**src/rtl/feistel_pkg.sv**
```systemverilog
// ============================================================================
// Module      : feistel_pkg
// Description : Shared Feistel definitions (state enum, round function, key
//               schedule) used by both the encrypt and decrypt engines.
// Revision    : 1.0
// ============================================================================
`default_nettype none

package feistel_pkg;

  typedef enum logic [1:0] {
    ST_IDLE  = 2'd0,
    ST_ROUND = 2'd1,
    ST_DONE  = 2'd2
  } feistel_state_t;

  localparam int FEISTEL_ROT = 13;
  localparam int FEISTEL_SHR = 7;

  function automatic logic [63:0] feistel_f(input logic [63:0] x, input logic [63:0] k);
    logic [63:0] s;
    s = x + k;
    return ((s << FEISTEL_ROT) | (s >> (64 - FEISTEL_ROT))) ^ (x >> FEISTEL_SHR);
  endfunction

  // Lane select is i mod 4; the round index is folded into the low bits.
  function automatic logic [63:0] feistel_round_key(input logic [255:0] mk, input logic [5:0] i);
    return mk[{i[1:0], 6'b0} +: 64] ^ {58'b0, i};
  endfunction

endpackage

`default_nettype wire

```
**src/rtl/feistel_decrypt_core_if.sv**
```systemverilog
// ============================================================================
// Module      : feistel_decrypt_core_if
// Description : Start/done job bus of the Feistel decrypt core.
// Revision    : 1.0
// ============================================================================
`default_nettype none

interface feistel_decrypt_core_if;
  logic         start;
  logic [255:0] master_key;
  logic [127:0] data_in;
  logic [127:0] data_out;
  logic         done;
  logic         busy;
  logic [5:0]   round_count;

  modport master (
    output start, master_key, data_in,
    input  data_out, done, busy, round_count
  );

  modport slave (
    input  start, master_key, data_in,
    output data_out, done, busy, round_count
  );
endinterface

`default_nettype wire

```
**src/rtl/feistel_round_unit.sv**
```systemverilog
// ============================================================================
// Module      : feistel_round_unit
// Description : One combinational Feistel round, forward or inverse.
// Revision    : 1.0
// ============================================================================
`default_nettype none

module feistel_round_unit
  import feistel_pkg::*;
(
  input  logic [63:0] l_in,
  input  logic [63:0] r_in,
  input  logic [63:0] k,
  input  logic        decrypt,
  output logic [63:0] l_out,
  output logic [63:0] r_out
);

  always_comb begin
    l_out = r_in;
    r_out = l_in ^ feistel_f(r_in, k);
    if (decrypt) begin
      l_out = r_in ^ feistel_f(l_in, k);
      r_out = l_in;
    end
  end

endmodule

`default_nettype wire

```
**src/rtl/feistel_decrypt_core.sv**
```systemverilog
// ============================================================================
// Module      : feistel_decrypt_core
// Description : Iterative Feistel decryptor, one round per cycle, start/done.
// Revision    : 1.0
// ============================================================================
`default_nettype none

module feistel_decrypt_core
  import feistel_pkg::*;
#(
  parameter int ROUNDS = 48
) (
  input  logic                  clk,
  input  logic                  reset_n,
  feistel_decrypt_core_if.slave bus
);

  localparam logic [5:0] LAST_IDX = 6'(ROUNDS - 1);

  feistel_state_t state_q, state_d;
  logic [63:0]    l_q, l_d, r_q, r_d;
  logic [255:0]   key_q, key_d;
  logic [5:0]     idx_q, idx_d;
  logic [127:0]   data_out_q, data_out_d;
  logic           done_q, done_d;
  logic           busy_q, busy_d;

  logic [63:0]    round_key;
  logic [63:0]    l_next, r_next;

  assign round_key = feistel_round_key(key_q, idx_q);

  feistel_round_unit u_round (
    .l_in    (l_q),
    .r_in    (r_q),
    .k       (round_key),
    .decrypt (1'b1),
    .l_out   (l_next),
    .r_out   (r_next)
  );

  always_ff @(posedge clk or negedge reset_n) begin
    if (!reset_n) begin
      state_q    <= ST_IDLE;
      l_q        <= '0;
      r_q        <= '0;
      key_q      <= '0;
      idx_q      <= '0;
      data_out_q <= '0;
      done_q     <= 1'b0;
      busy_q     <= 1'b0;
    end else begin
      state_q    <= state_d;
      l_q        <= l_d;
      r_q        <= r_d;
      key_q      <= key_d;
      idx_q      <= idx_d;
      data_out_q <= data_out_d;
      done_q     <= done_d;
      busy_q     <= busy_d;
    end
  end

  // busy stays high through the done cycle, which is already spent in IDLE.
  always_comb begin
    state_d    = state_q;
    l_d        = l_q;
    r_d        = r_q;
    key_d      = key_q;
    idx_d      = idx_q;
    data_out_d = data_out_q;
    done_d     = 1'b0;
    busy_d     = busy_q;
    case (state_q)
      ST_IDLE: begin
        busy_d = bus.start;
        if (bus.start) begin
          state_d = ST_ROUND;
          key_d   = bus.master_key;
          l_d     = bus.data_in[127:64];
          r_d     = bus.data_in[63:0];
          idx_d   = LAST_IDX;
        end
      end
      ST_ROUND: begin
        busy_d = 1'b1;
        l_d    = l_next;
        r_d    = r_next;
        if (idx_q == 6'd0) begin
          state_d = ST_DONE;
        end else begin
          idx_d = idx_q - 6'd1;
        end
      end
      ST_DONE: begin
        busy_d     = 1'b1;
        data_out_d = {l_q, r_q};
        done_d     = 1'b1;
        state_d    = ST_IDLE;
      end
      default: begin
        state_d = ST_IDLE;
        busy_d  = 1'b0;
      end
    endcase
  end

  assign bus.data_out    = data_out_q;
  assign bus.done        = done_q;
  assign bus.busy        = busy_q;
  assign bus.round_count = idx_q;

endmodule

`default_nettype wire

```
**src/flat_wrapper.sv**
```systemverilog
// flat-port wrapper written by rule: the top's interface ports become plain ports
module feistel_decrypt_core_flat import feistel_pkg::*;
#(
  parameter int ROUNDS = 48
)
  (clk, reset_n, bus_start, bus_master_key, bus_data_in, bus_data_out, bus_done, bus_busy, bus_round_count);
  feistel_decrypt_core_if bus_i ();
  input  logic clk;
  input  logic reset_n;
  input wire logic [$bits(bus_i.start)-1:0] bus_start;
  input wire logic [$bits(bus_i.master_key)-1:0] bus_master_key;
  input wire logic [$bits(bus_i.data_in)-1:0] bus_data_in;
  output wire logic [$bits(bus_i.data_out)-1:0] bus_data_out;
  output wire logic [$bits(bus_i.done)-1:0] bus_done;
  output wire logic [$bits(bus_i.busy)-1:0] bus_busy;
  output wire logic [$bits(bus_i.round_count)-1:0] bus_round_count;
  assign bus_i.start = bus_start;
  assign bus_i.master_key = bus_master_key;
  assign bus_i.data_in = bus_data_in;
  assign bus_data_out = bus_i.data_out;
  assign bus_done = bus_i.done;
  assign bus_busy = bus_i.busy;
  assign bus_round_count = bus_i.round_count;
  feistel_decrypt_core #(.ROUNDS(ROUNDS)) u_core (.clk(clk), .reset_n(reset_n), .bus(bus_i));
endmodule
```
**config.mk**
```make
export PLATFORM = sky130hd
export DESIGN_NAME = feistel_decrypt_core_flat
export DESIGN_NICKNAME = d
export VERILOG_FILES = /design/src/rtl/feistel_pkg.sv /design/src/rtl/feistel_decrypt_core_if.sv /design/src/rtl/feistel_round_unit.sv /design/src/rtl/feistel_decrypt_core.sv /design/src/flat_wrapper.sv
export SDC_FILE = /design/constraint.sdc
export NUM_CORES = 1
export LEC_CHECK = 0
export CELL_PAD_IN_SITES_DETAIL_PLACEMENT = 0
export CELL_PAD_IN_SITES_GLOBAL_PLACEMENT = 2
export CORE_ASPECT_RATIO = 0.6
export CORE_MARGIN = 8
export CORE_UTILIZATION = 31
export CTS_CLUSTER_SIZE = 40
export DETAILED_ROUTE_END_ITERATION = 8
export PLACE_DENSITY_LB_ADDON = 0.08
export SLEW_MARGIN = 40
export SYNTH_ARGS = -nofsm -noshare
export SYNTH_HDL_FRONTEND = slang
export SYNTH_SLANG_ARGS = --single-unit
```
**constraint.sdc**
```tcl
create_clock -name clk -period 4.2 [get_ports clk]
set_input_delay 1.26 -clock clk [delete_from_list [all_inputs] [get_ports clk]]
set_output_delay 1.26 -clock clk [all_outputs]
set_load 0.1 [all_outputs]
```
==> run summary <==
## Outcome
• outcome: finished clean

## Finish
• share of post-route cells with drive strength above 1: 32.2%
• area growth from synthesis to layout: 35.9%
• count of nets after finishing: 3299
• commonest non-fill, non-tap cell in the layout: dfrtp_1
• Fill cells: 8194
• Finished Cell Area: 0.0364 mm2
• number of standard cells in the layout, taps in and fillers out: 4035
• commonest cells after routing, fill and taps aside: dfrtp_1 (520), clkdlybuf4s50_1 (385), mux2_2 (384)

## Clock tree
• clock slew at reported path FFs: 0.06 ns
• clock tree from TritonCTS: done
• count of clock tree sinks: 522
• level count of the clock H-tree: 2
• clock latency of the later-clocked register in the worst-skew pair: 0.62 ns
• number of buffers created by CTS: 55
• quantity of hold-fixing buffers added after cts: 0
• CTS max path bufs: 3
• clock root buffer master: clkbuf_16

## Global route
• wire length of the first global-routing pass: 151000 um
• all-layer global routing usage: 20.8%
• number of antenna violations at the first check in global routing: 10
• maximum number of pins on one net before global-route repair: 122
• residual overflow from global routing: 0
• number of global-route vias before repair: 21500

## Timing
• Setup violations, final: 0
• post-route setup slack: 0.0865 ns
• Slew @ Worst Pin: 0.787 ns
• Max Transition Viols Final: 0
• clock skew: 0.0214 ns
• final hold vios: 0
• relative slew slack: 47.6%
• share of the clock period used by the worst path after layout: 97.9%
• Fmax: 243 MHz
• Fin Hold WS: 0.501 ns
• time the final worst path needs with I/O delays and setup: 4.11 ns
• RSZ-0062 raised after global routing: true

## Placed design
• standard cell area after detailed placement: 0.0339 mm2
• Inst Count DP: 3924
• sum of net half-perimeters after detailed placement: 81200 um
• number of port buffers: 522
• worst slack after detailed placement: -0.117 ns
• gp weighted congestion: 0.862

## Die
• total I/O pin count: 523
• starting density of the core: 31.3%
• die span in y: 244 um
• area inside the core boundary: 0.0856 mm2
• chip width: 395 um
• die outline area: 0.0964 mm2
• number of standard-cell rows in the floorplan: 83

## Run
• Max Cap Viol: 0

## Worst setup path
• CP Data Required Time: 4.69 ns
• delay of the slowest cell on the worst path: 0.57 ns
• crit path kind: register to register
• reg2reg start: u_core.bus.round_count[0]$_DFFE_PN0P_
• Setup crit start: u_core.bus.round_count[0]$_DFFE_PN0P_
• sort of element at the end of the critical path: register
• critical path's slowest cell: mux4_2
• category of the worst setup path launch point: register
• worst-path fanout max: 5
• data arrival time of the critical path: 4.61 ns
• worst-path cell chain: mux4_2 -> xor2_2 -> ha_1 -> nor2b_4 -> o31a_1 -> o41a_1 -> a32o_2 -> a21oi_4 -> buf_6 -> buf_6 -> o21a_1 -> o31a_1 -> nor2_4 -> a21oi_2 -> xnor2_1 -> o22ai_1

## Detailed routing
• count of TritonRoute iterations in the first routing pass: 6
• number of remaining DRC errors: 0
• total wire length: 104000 um
• number of antenna-violating nets in the routed design: 0
• wire per inst: 25.7 um
• detail-routed via count per cell: 4.98
• via count: 20100
• initial drt markers: 1210

## Min path
• beginning of the worst hold path: u_core.key_q[180]$_DFFE_PN0P_
• type of the tightest min-delay check: register to register

## Yosys
• Synth Area per Inst: 12.1 um2
• Syn. warnings: 0
• synthesized flop and latch total: 522
• fraction of registers with async set or reset after synthesis: 100%
• Main synth FF type: dfrtp_1
• proportion of netlist area held by the largest area contributor: 48.8%
• post-synth net total: 2672
• cell accounting for the most synthesized area: dfrtp_1
• synthesized cell area: 0.0268 mm2
• ranking of synthesized cells by area: dfrtp_1 (49%), mux2_2 (16%), mux4_2 (5.2%)
• sequential share of the synthesized area: 48.8%
• synthesized netlist cell count: 2214
• number of enable flip-flop cells after synthesis: 0
• count of different cell masters after synthesis: 71

==> registers in the layout, indices dropped and copies added, names as in the netlist <==
name and cells:
u_core.state_q 2, u_core.key_q 256, u_core.bus.busy 1, u_core.bus.round_count 6, u_core.bus.done 1, u_core.bus.data_out 128
u_core.r_q 64, u_core.l_q 64
==> stage by stage <==
step,TNS (ns),util [%]
5_1_grt,-0.422,42.5
3_3_place_gp,-0.279,40.0
4_1_cts,0,42.0
3_5_place_dp,-0.592,39.7
6_report,0,42.6
2_1_floorplan,0,-
==> per-layer routing <==
metal | global-route usage (%) | vias up | routed length [um]
met5 | 0 | - | 73
met4 | 3.20 | 12 | 1270
met3 | 5.10 | 98 | 6720
met2 | 31.2 | 496 | 45600
met1 | 30.8 | 10300 | 50000
li1 | - | 9226 | -
==> cell families after synthesis <==
kind of cell	share of synthesized area, %
multiplexers	24.9
adder cells (fa/ha/maj)	3.34
XOR/XNOR	6.11
AO/OA/AOI/OAI	9.04
AND/OR/NAND/NOR	5.49
flip-flops	48.8
buffers and inverters	2.37
==> worst max-delay path, delay by kind of cell, from the launching register on <==
family	cells	cell delay (ns)
compound gates	8	1.89
xor+xnor	2	0.33
fa+ha+maj	1	0.32
buf+inv	2	0.20
flops	1	0.47
mux	1	0.57
simple gates	2	0.21
==> synthesized netlist by cell type (13+ instances only) <==
cell type	instances
a21o_1	36
dfrtp_1	522
inv_1	25
xor2_1	36
and3_1	15
mux4_2	62
xnor2_1	151
nand4_1	19
ha_1	70
nand3_1	13
nand2_1	145
mux2_2	384
clkbuf_1	104
nor2_1	102
o21ai_0	128
a21oi_1	152
mux2i_1	94
==> worst paths after layout <==
| path | to | slack [ns] | depth (start not counted) |
|---|---|---|---|
| worst max-delay path | u_core.l_q[5]$_DFFE_PN0P_ | 0.09 | 16 |
| worst min-delay path | u_core.key_q[180]$_DFFE_PN0P_ | 0.50 | 1 |
| worst max register to register | u_core.l_q[5]$_DFFE_PN0P_ | 0.09 | 16 |
| worst min register to register | u_core.key_q[180]$_DFFE_PN0P_ | 0.50 | 1 |
| max in group asynchronous | u_core.bus.data_out[109]$_DFFE_PN0P_ | 2.49 | 2 |
| min in group asynchronous | u_core.key_q[146]$_DFFE_PN0P_ | 0.57 | 1 |
==> final cells by class <==
type	instances	area, um2	area share (%)
Sequential cell	522	13100	35.9
Multi-Input combinational cell	1543	13600	37.3
Timing Repair Buffer	693	6300	17.3
Clock buffer	80	1620	4.46
Tap cell	1147	1440	3.94
Clock inverter	19	288	0.790
Antenna cell	5	12.5	0.0344
Inverter	26	97.6	0.268
==> what timing repair did <==
item / 4_1_cts / 5_1_grt
pin swaps: 3 / 30
endpoints found under the setup margin: 17 / 32
setup buffers: 0 / 7
hold endpoints to repair: 0 / 0
resized for setup: 12 / 79
Power is not shown: default switching activity piles up to over one toggle a cycle in this logic, so the estimate is an artifact.
